## src/rtl/flip_sweep_sequencer_if.sv

```systemverilog
// flip_sweep_sequencer_if
//   Bundles the configuration handshake, the abort request and the DUT-facing
//   outputs of the flip sweep sequencer.
//   master : configuration source (serial receiver / host side)
//     drives cfg_valid, cfg_base, cfg_first, cfg_last, cfg_reps, cfg_settle, abort
//     observes cfg_ready, dut_inputs, trig, cur_index, busy, done, err
//   slave  : the sequencer itself (directions mirrored)
interface flip_sweep_sequencer_if #(
  parameter int NUM_INS  = 32,
  parameter int IDX_W    = 16,
  parameter int REPS_W   = 8,
  parameter int SETTLE_W = 8
);
  logic                cfg_valid;
  logic                cfg_ready;
  logic [NUM_INS-1:0]  cfg_base;
  logic [IDX_W-1:0]    cfg_first;
  logic [IDX_W-1:0]    cfg_last;
  logic [REPS_W-1:0]   cfg_reps;
  logic [SETTLE_W-1:0] cfg_settle;
  logic                abort;
  logic [NUM_INS-1:0]  dut_inputs;
  logic                trig;
  logic [IDX_W-1:0]    cur_index;
  logic                busy;
  logic                done;
  logic                err;

  modport master (
    output cfg_valid, cfg_base, cfg_first, cfg_last, cfg_reps, cfg_settle, abort,
    input  cfg_ready, dut_inputs, trig, cur_index, busy, done, err
  );

  modport slave (
    input  cfg_valid, cfg_base, cfg_first, cfg_last, cfg_reps, cfg_settle, abort,
    output cfg_ready, dut_inputs, trig, cur_index, busy, done, err
  );
endinterface

```

## src/rtl/flip_sweep_sequencer.sv

```systemverilog
// flip_sweep_sequencer
//   Takes one sweep configuration and walks the DUT input vector through
//   base / base-with-one-bit-flipped pairs for every bit index in
//   [cfg_first, cfg_last], repeating each pair cfg_reps times (0 counts as 1)
//   and holding every phase for cfg_settle+1 cycles. trig marks the first
//   cycle of each flipped phase for a scope; done pulses on normal completion;
//   err is a sticky flag for a rejected configuration (cleared by the next
//   accepted one).
//   Ports:
//     flip_clk : clock, rising edge
//     reset    : asynchronous, active-low
//     sweep    : flip_sweep_sequencer_if.slave (handshake, abort, outputs)
//   cfg_ready and busy are decoded from the state register; every other
//   output is registered, so there is no combinational path from cfg_* to
//   any output.
module flip_sweep_sequencer #(
  parameter int NUM_INS  = 32,
  parameter int IDX_W    = 16,
  parameter int REPS_W   = 8,
  parameter int SETTLE_W = 8
) (
  input  logic                     flip_clk,
  input  logic                     reset,
  flip_sweep_sequencer_if.slave    sweep
);

  typedef enum logic [1:0] {
    IDLE = 2'd0,
    BASE = 2'd1,
    FLIP = 2'd2
  } state_t;

  state_t              state;

  // Latched sweep configuration (data only, loaded on an accepted handshake).
  logic [NUM_INS-1:0]  base_q;
  logic [IDX_W-1:0]    last_q;
  logic [REPS_W-1:0]   reps_m1_q;
  logic [SETTLE_W-1:0] settle_q;

  // Control counters.
  logic [SETTLE_W-1:0] hold_cnt;
  logic [REPS_W-1:0]   rep_cnt;

  logic                cfg_take;
  logic                cfg_good;
  logic                cfg_accept;

  // One-hot mask for the bit being flipped; idx is always < NUM_INS here.
  function automatic logic [NUM_INS-1:0] flip_mask(input logic [IDX_W-1:0] idx);
    logic [NUM_INS-1:0] one;
    one = {{(NUM_INS-1){1'b0}}, 1'b1};
    return one << idx;
  endfunction

  // A range is usable only when it is ordered and lies inside the DUT vector.
  // The 32-bit widening keeps cfg_last = 2^IDX_W-1 comparable against NUM_INS.
  function automatic logic range_ok(input logic [IDX_W-1:0] first,
                                    input logic [IDX_W-1:0] last);
    return (first <= last) && (32'(last) < 32'(NUM_INS));
  endfunction

  // Repeat count is stored as "remaining after the first pair", 0 meaning 1.
  function automatic logic [REPS_W-1:0] reps_minus_one(input logic [REPS_W-1:0] reps);
    return (reps == '0) ? '0 : reps - 1'b1;
  endfunction

  assign sweep.cfg_ready = (state == IDLE);
  assign sweep.busy      = (state != IDLE);

  assign cfg_take   = (state == IDLE) && sweep.cfg_valid;
  assign cfg_good   = range_ok(sweep.cfg_first, sweep.cfg_last);
  assign cfg_accept = cfg_take && cfg_good;

  // Configuration capture
  always_ff @(posedge flip_clk) begin
    if (cfg_accept) begin
      base_q    <= sweep.cfg_base;
      last_q    <= sweep.cfg_last;
      reps_m1_q <= reps_minus_one(sweep.cfg_reps);
      settle_q  <= sweep.cfg_settle;
    end
  end

  // Sequencer FSM with registered outputs
  always_ff @(posedge flip_clk or negedge reset) begin
    if (!reset) begin
      state            <= IDLE;
      hold_cnt         <= '0;
      rep_cnt          <= '0;
      sweep.dut_inputs <= '0;
      sweep.trig       <= 1'b0;
      sweep.cur_index  <= '0;
      sweep.done       <= 1'b0;
      sweep.err        <= 1'b0;
    end else begin
      sweep.trig <= 1'b0;
      sweep.done <= 1'b0;
      case (state)
        IDLE: begin
          if (cfg_take) begin
            if (cfg_good) begin
              sweep.err        <= 1'b0;
              sweep.cur_index  <= sweep.cfg_first;
              sweep.dut_inputs <= sweep.cfg_base;
              hold_cnt         <= sweep.cfg_settle;
              rep_cnt          <= reps_minus_one(sweep.cfg_reps);
              state            <= BASE;
            end else begin
              // Rejected: flag it, keep driving whatever the DUT already sees.
              sweep.err <= 1'b1;
            end
          end
        end

        BASE: begin
          if (sweep.abort) begin
            sweep.dut_inputs <= base_q;
            state            <= IDLE;
          end else if (hold_cnt == '0) begin
            sweep.dut_inputs <= base_q ^ flip_mask(sweep.cur_index);
            sweep.trig       <= 1'b1;
            hold_cnt         <= settle_q;
            state            <= FLIP;
          end else begin
            hold_cnt <= hold_cnt - 1'b1;
          end
        end

        FLIP: begin
          if (sweep.abort) begin
            sweep.dut_inputs <= base_q;
            state            <= IDLE;
          end else if (hold_cnt == '0) begin
            // Every exit from FLIP returns the DUT to the base pattern.
            sweep.dut_inputs <= base_q;
            hold_cnt         <= settle_q;
            if (rep_cnt != '0) begin
              rep_cnt <= rep_cnt - 1'b1;
              state   <= BASE;
            end else if (sweep.cur_index < last_q) begin
              // cur_index < last_q < NUM_INS, so the increment cannot wrap.
              sweep.cur_index <= sweep.cur_index + 1'b1;
              rep_cnt         <= reps_m1_q;
              state           <= BASE;
            end else begin
              sweep.done <= 1'b1;
              state      <= IDLE;
            end
          end else begin
            hold_cnt <= hold_cnt - 1'b1;
          end
        end

        default: begin
          state <= IDLE;
        end
      endcase
    end
  end

endmodule
```

## src/flat_wrapper.sv

```systemverilog
// flat-port wrapper written by rule: the top's interface ports become plain ports
module flip_sweep_sequencer_flat 
#(
  parameter int NUM_INS  = 32,
  parameter int IDX_W    = 16,
  parameter int REPS_W   = 8,
  parameter int SETTLE_W = 8
)
  (flip_clk, reset, sweep_cfg_valid, sweep_cfg_base, sweep_cfg_first, sweep_cfg_last, sweep_cfg_reps, sweep_cfg_settle, sweep_abort, sweep_cfg_ready, sweep_dut_inputs, sweep_trig, sweep_cur_index, sweep_busy, sweep_done, sweep_err);
  flip_sweep_sequencer_if #(.NUM_INS(NUM_INS), .IDX_W(IDX_W), .REPS_W(REPS_W), .SETTLE_W(SETTLE_W)) sweep_i ();
  input  logic flip_clk;
  input  logic reset;
  input wire logic [$bits(sweep_i.cfg_valid)-1:0] sweep_cfg_valid;
  input wire logic [$bits(sweep_i.cfg_base)-1:0] sweep_cfg_base;
  input wire logic [$bits(sweep_i.cfg_first)-1:0] sweep_cfg_first;
  input wire logic [$bits(sweep_i.cfg_last)-1:0] sweep_cfg_last;
  input wire logic [$bits(sweep_i.cfg_reps)-1:0] sweep_cfg_reps;
  input wire logic [$bits(sweep_i.cfg_settle)-1:0] sweep_cfg_settle;
  input wire logic [$bits(sweep_i.abort)-1:0] sweep_abort;
  output wire logic [$bits(sweep_i.cfg_ready)-1:0] sweep_cfg_ready;
  output wire logic [$bits(sweep_i.dut_inputs)-1:0] sweep_dut_inputs;
  output wire logic [$bits(sweep_i.trig)-1:0] sweep_trig;
  output wire logic [$bits(sweep_i.cur_index)-1:0] sweep_cur_index;
  output wire logic [$bits(sweep_i.busy)-1:0] sweep_busy;
  output wire logic [$bits(sweep_i.done)-1:0] sweep_done;
  output wire logic [$bits(sweep_i.err)-1:0] sweep_err;
  assign sweep_i.cfg_valid = sweep_cfg_valid;
  assign sweep_i.cfg_base = sweep_cfg_base;
  assign sweep_i.cfg_first = sweep_cfg_first;
  assign sweep_i.cfg_last = sweep_cfg_last;
  assign sweep_i.cfg_reps = sweep_cfg_reps;
  assign sweep_i.cfg_settle = sweep_cfg_settle;
  assign sweep_i.abort = sweep_abort;
  assign sweep_cfg_ready = sweep_i.cfg_ready;
  assign sweep_dut_inputs = sweep_i.dut_inputs;
  assign sweep_trig = sweep_i.trig;
  assign sweep_cur_index = sweep_i.cur_index;
  assign sweep_busy = sweep_i.busy;
  assign sweep_done = sweep_i.done;
  assign sweep_err = sweep_i.err;
  flip_sweep_sequencer #(.NUM_INS(NUM_INS), .IDX_W(IDX_W), .REPS_W(REPS_W), .SETTLE_W(SETTLE_W)) u_core (.flip_clk(flip_clk), .reset(reset), .sweep(sweep_i));
endmodule
```

## config.mk

```make
export PLATFORM = sky130hd
export DESIGN_NAME = flip_sweep_sequencer_flat
export DESIGN_NICKNAME = d
export VERILOG_FILES = /design/src/rtl/flip_sweep_sequencer_if.sv /design/src/rtl/flip_sweep_sequencer.sv /design/src/flat_wrapper.sv
export SDC_FILE = /design/constraint.sdc
export NUM_CORES = 1
export LEC_CHECK = 0
export CORE_ASPECT_RATIO = 1.4
export CORE_UTILIZATION = 43
export DETAILED_ROUTE_END_ITERATION = 8
export PLACE_DENSITY = 0.68
export SLEW_MARGIN = 10
export SYNTH_ARGS = -nofsm -noshare
export SYNTH_HDL_FRONTEND = slang
export SYNTH_SLANG_ARGS = --single-unit
export TNS_END_PERCENT = 20
```

## constraint.sdc

```tcl
create_clock -name flip_clk -period 11.6 [get_ports flip_clk]
set_input_delay 2.32 -clock flip_clk [delete_from_list [all_inputs] [get_ports flip_clk]]
set_output_delay 2.32 -clock flip_clk [all_outputs]
set_load 0.05 [all_outputs]
```

==> results of run 1 <==
final timing paths:
kind / endpoint
hold / removal: u_core.sweep.dut_inputs[22]
hold reg to reg: u_core.sweep.dut_inputs[22]
setup / recovery: u_core.sweep.dut_inputs[20]
setup reg to reg: u_core.sweep.dut_inputs[8]
max in group asynchronous: u_core.sweep.dut_inputs[19]
min in group asynchronous: u_core.sweep.dut_inputs[8]
cell families after synthesis:
| logic type | count (synthesis) | synth area share [%] |
|---|---|---|
| simple gates | 251 | 16.40 |
| buf+inv | 90 | 4.570 |
| fa+ha+maj | 40 | 6.436 |
| mux | 8 | 1.046 |
| xor+xnor | 41 | 4.618 |
| compound gates | 226 | 20.02 |
| flops | 133 | 46.92 |
layer usage:
layer	global-route usage (%)	routed length, microns	up-vias
met5	0	0	-
met4	10.55	704	0
met3	5.366	1046	45
met2	40.83	10780	193
met1	28.46	8597	3189
li1	-	-	3184
sequential cells by signal, indices dropped and copies added (netlist names):
name                     flops
u_core.hold_cnt              8
u_core.sweep.err             1
u_core.last_q               16
u_core.base_q               32
u_core.sweep.cur_index      16
u_core.state                 2
u_core.rep_cnt               8
u_core.reps_m1_q             8
u_core.sweep.trig            1
u_core.sweep.done            1
u_core.settle_q              8
u_core.sweep.dut_inputs     32
cell usage after synthesis (2+ instances only):
| master | number | area (sq um) |
|---|---|---|
| nor2_1 | 93 | 349.1 |
| nand2b_1 | 9 | 56.30 |
| ha_1 | 40 | 500.5 |
| a211oi_1 | 38 | 285.3 |
| or4_1 | 7 | 52.55 |
| nand2_1 | 40 | 150.1 |
| dfrtp_1 | 69 | 1727 |
| or3_1 | 5 | 31.28 |
| nand4b_1 | 2 | 17.52 |
| nor3_1 | 20 | 100.1 |
| a21o_1 | 35 | 262.8 |
| edfxtp_1 | 64 | 1922 |
| o21ai_1 | 4 | 20.02 |
| buf_2 | 5 | 25.02 |
| nand3_1 | 18 | 90.09 |
| o21ai_0 | 28 | 140.1 |
| nor4_1 | 14 | 87.58 |
| a21boi_0 | 2 | 15.01 |
| nor3b_1 | 3 | 22.52 |
| nor2b_1 | 3 | 18.77 |
| clkbuf_1 | 32 | 120.1 |
| mux2i_1 | 7 | 70.07 |
| and4_1 | 4 | 35.03 |
| o41ai_1 | 4 | 35.03 |
| o31ai_1 | 2 | 15.01 |
| a21oi_1 | 41 | 205.2 |
| and3_1 | 4 | 25.02 |
| o22ai_1 | 8 | 50.05 |
| inv_1 | 52 | 195.2 |
| and2_1 | 4 | 25.02 |
| a31oi_1 | 4 | 25.02 |
| a211o_1 | 3 | 26.28 |
| a22oi_1 | 33 | 247.7 |
| xnor2_1 | 8 | 70.07 |
| xor2_1 | 33 | 289.0 |
| nand4_1 | 14 | 87.58 |
| o211ai_1 | 7 | 52.55 |
per-stage QoR:
| step | util, % | area, sq um | instances |
|---|---|---|---|
| 2_1_floorplan | - | 7776 | 789 |
| 3_3_place_gp | 53.16 | 9326 | 1129 |
| 3_5_place_dp | 53.16 | 9326 | 1129 |
| 4_1_cts | 56.58 | 9926 | 1161 |
| 5_1_grt | 56.61 | 9932 | 1161 |
| 6_report | 56.61 | 9932 | 1161 |
layout make-up:
class	count	area (sq um)
clock buffer	19	442.9
multi-input combinational	566	3792
tap	236	295.3
timing repair buffer	142	1401
sequential	133	3649
inverter	52	195.2
clock inverter	13	156.4
fill	1596	7612
where the power goes:
| group | total, uW | internal [uW] | switching [uW] |
|---|---|---|---|
| clock | 556 | 342 | 214 |
| combinational | 1250 | 461 | 788 |
| sequential | 719 | 601 | 117 |
worst register-to-register path, cell delays in order (launching register included):
cell	delay, ns
dfrtp_1	0.41
inv_1	0.10
ha_2	0.17
buf_4	0.59
nor2_1	0.09
a211oi_1	0.51
or4_2	1.01
a211oi_1	0.15
a21o_1	0.21
==> flow_metrics.env, run 1 <==
export IMPL_end_kind="flip-flop"
export IMPL_setup_slack_ns=6.058
export IMPL_vias=6611
export IMPL_synth_edf_count=64
export IMPL_antenna_cells=0
export IMPL_cts_reportedPaths_clkPinSlew_ns=0.06
export IMPL_drc=0
export IMPL_cpMaxStageDelayCell="or4_2"
export IMPL_die_h_microns=161.1
export IMPL_whs_path_depth=1
export IMPL_fin_total_pwr_uw=2524
export IMPL_cts_resized=0
export IMPL_peakVddDrop_mv=0.1726
export IMPL_drive_gt1_share_pct=6.270
export IMPL_finClkSkew_ns=0.007484
export IMPL_io_pin_count=137
export IMPL_setup_tns_ns=0
export IMPL_ys_flop_type="dfrtp_1"
export IMPL_drt_pass1_iter_count=5
export IMPL_wl_per_cell_microns=18.20
export IMPL_cts_buffers=17
export IMPL_fin_crit_sh_pct=47.78
export IMPL_critPathBufInv=2
export IMPL_grt_pass1_vias=6489
export IMPL_crit_required_ns=11.97
export IMPL_dp_hpwl_mm=14.73
export IMPL_fin_hold_ws_ns=0.4713
export IMPL_maxCapViolations=0
export IMPL_rows=57
export IMPL_start_util_pct=44.32
export IMPL_core_sq_mm=0.01754
export IMPL_hp_class="flip-flop to flip-flop"
export IMPL_slowest_delay_ns=1.17
export IMPL_ys_seq_area_share_pct=46.92
export IMPL_clock_root_buffer="clkbuf_16"
export IMPL_drtIter0Drc=545
export IMPL_worst_slew_pin_slew_ns=1.170
export IMPL_synthCells=789
export IMPL_clk_latency_ns=0.43
export IMPL_critPathMaxFanout=64
export IMPL_final_cell_mix="135 x clkdlybuf4s50_1, 92 x nor2_1, 69 x dfrtp_1, 64 x edfxtp_1, 52 x inv_1"
export IMPL_grtUsageTotal_pct=23.90
export IMPL_async_flop_share_pct=51.88
export IMPL_io_buffers=136
export IMPL_hold_viol=0
export IMPL_finalWirelength_mm=21.13
export IMPL_cp_startpoint="sweep_cfg_last[1]"
export IMPL_syn_mean_instance_area_sq_um=9.856
export IMPL_cts_buffer_depth=2
export IMPL_final_common_cell="clkdlybuf4s50_1"
export IMPL_synth_cell_type_count=67
export IMPL_leakage_uw=0.004024
export IMPL_die_x_microns=115.7
export IMPL_hold_start="u_core.sweep.dut_inputs[22]"
export IMPL_grt_max_degree=78
export IMPL_r2r_cells=8
export IMPL_worstSetupPathDepth=10
export IMPL_syn_area_sq_mm=0.007776
export IMPL_period_minus_slack_ns=5.542
export IMPL_crit_type="input port to flip-flop"
export IMPL_cts_setup_buffers=0
export IMPL_path_delay_family="compound AO/OA/AOI/OAI gates"
export IMPL_nNetsFinal=1036
export IMPL_htree_levels=4
export IMPL_slew_violations=0
export IMPL_clock_fmax_ghz=0.1804
export IMPL_path_cells="clkdlybuf4s50_1 > inv_1 > ha_1 > nor2b_1 > o211ai_1 > a21boi_0 > o31a_1 > or4_2 > a211oi_1 > a21o_1"
export IMPL_cp_start_kind="input port"
export IMPL_r2r_start="u_core.state[0]"
export IMPL_yosysWarnings=0
export IMPL_overflow=0
export IMPL_vias_per_cell=5.694
export IMPL_synth_nets=913
export IMPL_antenna_found_initial=0
export IMPL_drtAntennaViolNets=0
export IMPL_routabilityCongestion=0.8700
export IMPL_rsz0062_at_grt="no"
export IMPL_pre_cts_ws_ns=5.624
export IMPL_power_density_mw_per_mm2=254.2
export IMPL_yosys_register_bits=133
export IMPL_ctsHoldBuffers=0
export IMPL_die_area_sq_mm=0.01863
export IMPL_status="completed"
export IMPL_clkSinkCount=133
export IMPL_grt_pass1_wl_mm=33.83
export IMPL_cts_tree="done"
export IMPL_areaGrowthSynthToFinish_pct=27.72
export IMPL_relSlewSlack_pct=22.01
export IMPL_r2r_slack_ns=8.26
export IMPL_arrival_ns=5.91
export IMPL_finalSetupViolCount=0
Power figures use the tool's default switching activity.
==> run 2: changes to the inputs <==
==> constraint.sdc (replaced) <==
create_clock -name flip_clk -period 5.3 [get_ports flip_clk]
set_input_delay 1.06 -clock flip_clk [delete_from_list [all_inputs] [get_ports flip_clk]]
set_output_delay 1.06 -clock flip_clk [all_outputs]
set_load 0.05 [all_outputs]
==> run 2 against run 1 <==
  * Cell count is 0.26% higher
  * Global-route usage increased by 0.26 points
  * Clock-buffer cell count up 4
  * Register-to-register slack lost 6.2 ns
  * Routed wire length is 0.53% higher
  * Critical endpoint is now u_core.base_q[19]
  * Largest cell class unchanged
  * Largest power group unchanged
  * Highest routed layer unchanged
==> flow_metrics.env, run 2 (synthesis gave the netlist of run 1 again) <==
export IMPL_ctsHoldBuffers=0
export IMPL_cts_tree="done"
export IMPL_cts_resized=0
export IMPL_maxCapViolations=0
export IMPL_nNetsFinal=1040
export IMPL_cp_start_kind="input port"
export IMPL_drtIter0Drc=531
export IMPL_final_common_cell="clkdlybuf4s50_1"
export IMPL_grt_met3_usage_pct=4.503
export IMPL_clkSinkCount=133
export IMPL_switchingPower_uw=2425
export IMPL_setup_tns_ns=0
export IMPL_crit_type="input port to flip-flop"
export IMPL_finClkSkew_ns=0.008360
export IMPL_path_cells="clkdlybuf4s50_1 > inv_1 > ha_1 > a21oi_1 > a21boi_0 > a311o_1 > nor3_1 > o21ai_0 > nor2_4 > buf_12"
export IMPL_finalSetupViolCount=0
export IMPL_clock_root_buffer="clkbuf_16"
export IMPL_clock_fmax_ghz=0.2421
export IMPL_hp_class="flip-flop to flip-flop"
export IMPL_crit_required_ns=5.42
export IMPL_pwr_share_comb_pct=48.8
export IMPL_cts_buffer_depth=2
export IMPL_top_regs="u_core.base_q: 32 flops, u_core.sweep.dut_inputs: 32 flops"
export IMPL_end_kind="flip-flop"
export IMPL_htree_levels=4
export IMPL_grt_pass1_wl_mm=34.25
export IMPL_die_area_sq_mm=0.01863
export IMPL_cts_reportedPaths_clkPinSlew_ns=0.06
export IMPL_peakVddDrop_mv=0.4923
export IMPL_routabilityCongestion=0.9238
export IMPL_wl_per_cell_microns=18.25
export IMPL_overflow=0
export IMPL_use_met1_pct=28.69
export IMPL_switching_share_pct=42.84
export IMPL_cts_buffers=17
export IMPL_busiest_layer="met2"
export IMPL_crit_end="u_core.base_q[19]"
export IMPL_r2r_cells=7
export IMPL_antenna_cells=0
export IMPL_hold_viol=0
export IMPL_critPathMaxFanout=36
export IMPL_worstSetupPathDepth=10
export IMPL_p_clk_share_pct=23.5
export IMPL_fin_crit_sh_pct=77.92
export IMPL_drtAntennaViolNets=0
export IMPL_die_h_microns=161.1
export IMPL_start_util_pct=44.32
export IMPL_io_pin_count=137
export IMPL_r2r_slack_ns=2.10
export IMPL_p_int_uw=3235
export IMPL_seq_power_share_pct=27.7
export IMPL_worst_slew_pin_slew_ns=1.165
export IMPL_arrival_ns=4.25
export IMPL_path_delay_family="simple AND/OR/NAND/NOR gates"
export IMPL_vias_per_cell=5.728
export IMPL_core_sq_mm=0.01754
export IMPL_finalWirelength_mm=21.24
export IMPL_cpMaxStageDelayCell="nor2_4"
export IMPL_drc=0
export IMPL_areaGrowthSynthToFinish_pct=29.19
export IMPL_io_buffers=136
export IMPL_die_x_microns=115.7
export IMPL_vias=6667
export IMPL_gr_usage_met2_pct=42.43
export IMPL_drt_pass1_iter_count=6
export IMPL_clk_latency_ns=0.43
export IMPL_leakage_uw=0.004080
export IMPL_r2r_end="u_core.sweep.cur_index[9]"
export IMPL_fin_hold_ws_ns=0.4714
export IMPL_power_density_mw_per_mm2=563.4
export IMPL_period_minus_slack_ns=4.130
export IMPL_r2r_start="u_core.sweep.cur_index[1]"
export IMPL_drive_gt1_share_pct=6.358
export IMPL_cp_startpoint="sweep_cfg_last[14]"
export IMPL_antenna_found_initial=0
export IMPL_grtUsageTotal_pct=24.15
export IMPL_critPathBufInv=3
export IMPL_status="completed"
export IMPL_rsz0062_at_grt="no"
export IMPL_rows=57
export IMPL_slew_violations=0
export IMPL_relSlewSlack_pct=22.18
export IMPL_grt_max_degree=78
export IMPL_slowest_delay_ns=0.90
export IMPL_dp_hpwl_mm=15.12
export IMPL_final_cell_mix="135 x clkdlybuf4s50_1, 92 x nor2_1, 69 x dfrtp_1, 64 x edfxtp_1, 52 x inv_1"
export IMPL_grt_pass1_vias=6566
export IMPL_cts_setup_buffers=0
## run 2: area by class of cell
cell class                      count  area [sq um]
Tap cell                          236         295.3
Clock inverter                      8         168.9
Sequential cell                   133          3649
Inverter                           52         195.2
Clock buffer                       23         489.2
Fill cell                        1579          7498
Timing Repair Buffer              146          1456
Multi-Input combinational cell    566          3792
## run 2: how the worst min path moves through the flow
stage	slack [ns]	cells past startpoint	endpoint	from
2_1_floorplan	0.47	2	u_core.hold_cnt[1]	u_core.hold_cnt[1]
6_report	0.47	1	u_core.sweep.dut_inputs[24]	u_core.sweep.dut_inputs[24]
3_3_place_gp	0.46	1	u_core.sweep.dut_inputs[12]	u_core.sweep.dut_inputs[12]
5_1_grt	0.49	1	u_core.sweep.dut_inputs[18]	u_core.sweep.dut_inputs[18]
3_5_place_dp	0.47	1	u_core.sweep.dut_inputs[14]	u_core.sweep.dut_inputs[14]
4_1_cts	0.48	1	u_core.sweep.dut_inputs[24]	u_core.sweep.dut_inputs[24]
## run 2: worst reg2reg max path, delay by kind of cell (launching register included)
family,cells,cell delay [ns]
AOI/OAI and AO/OA,4,1.54
DFF,1,0.61
and+or+nand+nor,2,0.61
adders and majority gates,1,0.31
## run 2: metal layers
metal / vias to the layer above / wire length, microns / share of wire, %
met5: - / 0 / 0
met4: 0 / 521 / 2.5
met3: 36 / 1002 / 4.7
met2: 220 / 11220 / 53
met1: 3217 / 8500 / 40
li1: 3194 / - / -
## run 2: power by group through the flow
stage / clock (uW) / combinational (uW) / sequential, uW
after floorplan: 0 / 1520 / 2020
after global placement: 0 / 2730 / 1580
after detailed placement: 0 / 2760 / 1580
after CTS: 1350 / 2780 / 1570
after global routing: 1380 / 3030 / 1600
final: 1330 / 2760 / 1570
## run 2: stage by stage
step                      util (%)  std cells  total power (uW)  setup WS [ns]  cell area (sq um)
after global routing         57.26       1164              6009         0.9739              10050
after global placement       53.47       1133              4307         0.7933               9382
after detailed placement     53.47       1133              4349         0.7195               9382
final                        57.26       1164              5660          1.170              10050
after floorplan                  -        789              3543         0.8801               7779
after CTS                    57.22       1164              5692          1.162              10040
==> run 3: changes to the inputs <==
==> constraint.sdc (replaced) <==
create_clock -name flip_clk -period 3.95 [get_ports flip_clk]
set_input_delay 0.79 -clock flip_clk [delete_from_list [all_inputs] [get_ports flip_clk]]
set_output_delay 0.79 -clock flip_clk [all_outputs]
set_load 0.05 [all_outputs]
==> run 3 against run 2 <==
  * Largest power group unchanged
  * Sequential share of layout area down 1.3 points
  * Clock-buffer cell count down 2
  * Via count up 1.9%
  * Global-route usage down 0.18 points
==> flow_metrics.env, run 3 (synthesis gave the netlist of run 1 again) <==
export IMPL_crit_required_ns=4.32
export IMPL_use_met1_pct=27.48
export IMPL_cp_start_kind="input port"
export IMPL_period_minus_slack_ns=3.583
export IMPL_placed_cells=1179
export IMPL_wl_per_cell_microns=17.57
export IMPL_cts_setup_buffers=0
export IMPL_cts_tree="done"
export IMPL_fin_crit_sh_pct=90.71
export IMPL_cts_buffer_depth=2
export IMPL_clk_latency_ns=0.43
export IMPL_top_regs="u_core.base_q: 32 flops, u_core.sweep.dut_inputs: 32 flops"
export IMPL_areaGrowthSynthToFinish_pct=33.82
export IMPL_dpl_instance_area_sq_mm=0.009764
export IMPL_htree_levels=4
export IMPL_antenna_cells=0
export IMPL_routabilityCongestion=0.8362
export IMPL_final_cell_mix="135 x clkdlybuf4s50_1, 92 x nor2_1, 69 x dfrtp_1, 64 x edfxtp_1, 52 x inv_1"
export IMPL_path_cells="clkdlybuf4s50_1 > inv_1 > ha_1 > buf_4 > a21oi_1 > a21boi_0 > a311o_1 > o31a_1 > or4_2 > buf_12 > a211oi_1 > a21o_1"
export IMPL_cts_resized=0
export IMPL_busiest_layer="met2"
export IMPL_ctsHoldBuffers=0
export IMPL_slew_violations=0
export IMPL_grt_met3_usage_pct=5.366
export IMPL_slowest_delay_ns=0.75
export IMPL_drtIter0Drc=455
export IMPL_antenna_found_initial=0
export IMPL_num_fill_cells=1605
export IMPL_io_pin_count=137
export IMPL_clkSinkCount=133
export IMPL_final_common_cell="clkdlybuf4s50_1"
export IMPL_grt_max_degree=70
export IMPL_critPathMaxFanout=29
export IMPL_peakVddDrop_mv=0.4469
export IMPL_grt_pass1_vias=6694
export IMPL_die_x_microns=115.7
export IMPL_finalWirelength_mm=21.28
export IMPL_rsz0062_at_grt="no"
export IMPL_cts_buffers=17
export IMPL_nNetsFinal=1086
export IMPL_end_kind="flip-flop"
export IMPL_dp_hpwl_mm=15.63
export IMPL_p_clk_share_pct=22.6
export IMPL_vias_per_cell=5.611
export IMPL_drt_pass1_iter_count=5
export IMPL_die_h_microns=161.1
export IMPL_cpMaxStageDelayCell="or4_2"
export IMPL_seq_power_share_pct=27.5
export IMPL_worst_slew_pin_slew_ns=0.9755
export IMPL_crit_type="input port to flip-flop"
export IMPL_clock_fmax_ghz=0.2791
export IMPL_r2r_slack_ns=0.95
export IMPL_fin_hold_ws_ns=0.4730
export IMPL_io_buffers=136
export IMPL_grtUsageTotal_pct=23.98
export IMPL_drive_gt1_share_pct=10.97
export IMPL_vias=6795
export IMPL_arrival_ns=3.95
export IMPL_fin_area_sq_mm=0.01041
export IMPL_grt_pass1_wl_mm=34.05
export IMPL_cts_reportedPaths_clkPinSlew_ns=0.06
export IMPL_start_util_pct=44.32
export IMPL_drtAntennaViolNets=0
export IMPL_die_area_sq_mm=0.01863
export IMPL_relSlewSlack_pct=34.97
export IMPL_overflow=0
export IMPL_pwr_share_comb_pct=50.0
export IMPL_drc=0
export IMPL_gr_usage_met2_pct=42.81
export IMPL_maxCapViolations=0
export IMPL_switchingPower_uw=3293
export IMPL_finClkSkew_ns=0.008600
export IMPL_power_density_mw_per_mm2=737.0
export IMPL_leakage_uw=0.004287
export IMPL_finalSetupViolCount=0
export IMPL_final_cells=1211
export IMPL_status="completed"
export IMPL_p_int_uw=4376
export IMPL_switching_share_pct=42.94
export IMPL_clock_root_buffer="clkbuf_16"
export IMPL_core_sq_mm=0.01754
export IMPL_hold_viol=0
export IMPL_rows=57
export IMPL_hp_class="flip-flop to flip-flop"
-- run 3: power by group through the flow --
stage	logic (uW)	clock network [uW]	registers, uW
finish	3830	1730	2110
global route	4180	1800	2160
floorplan	2040	0	2710
detailed placement	3840	0	2130
CTS	3860	1740	2110
global placement	3780	0	2130
-- run 3: layout make-up --
class	instances	area [sq um]	area share [%]
Timing Repair Buffer	192	1839	17.67
Clock buffer	21	470.5	4.521
Multi-Input combinational cell	566	3786	36.38
Inverter	52	195.2	1.876
Sequential cell	133	3649	35.06
Tap cell	236	295.3	2.838
Clock inverter	11	171.4	1.647
-- run 3: final timing paths --
path,start,endpoint,cells past startpoint
max,sweep_cfg_last[14],u_core.sweep.dut_inputs[7],12
min,u_core.sweep.dut_inputs[16],u_core.sweep.dut_inputs[16],1
max reg2reg,u_core.hold_cnt[0],u_core.rep_cnt[4],10
min reg2reg,u_core.sweep.dut_inputs[16],u_core.sweep.dut_inputs[16],1
max in group asynchronous,reset,u_core.hold_cnt[7],2
min in group asynchronous,reset,u_core.sweep.dut_inputs[14],2
-- run 3: stage by stage --
stage	setup TNS (ns)	power (uW)	worst slack, ns	utilization, %
floorplan	0	4757	0.4802	-
global placement	-0.3621	5901	-0.01631	55.66
detailed placement	-1.083	5965	-0.05938	55.66
CTS	0	7708	0.3765	59.31
global route	0	8136	0.2005	59.31
finish	0	7669	0.3671	59.31
-- run 3: per-layer routing --
metal | up-vias | wire length (microns)
met5 | - | 0
met4 | 0 | 649
met3 | 45 | 1022
met2 | 209 | 11170
met1 | 3257 | 8437
li1 | 3284 | -
-- run 3: worst max-delay path, delay by kind of cell --
family	cells	cell delay, ns
AND/OR/NAND/NOR	1	0.75
adder cells (fa/ha/maj)	1	0.30
AO/OA/AOI/OAI	6	1.22
buffers and inverters	4	0.88
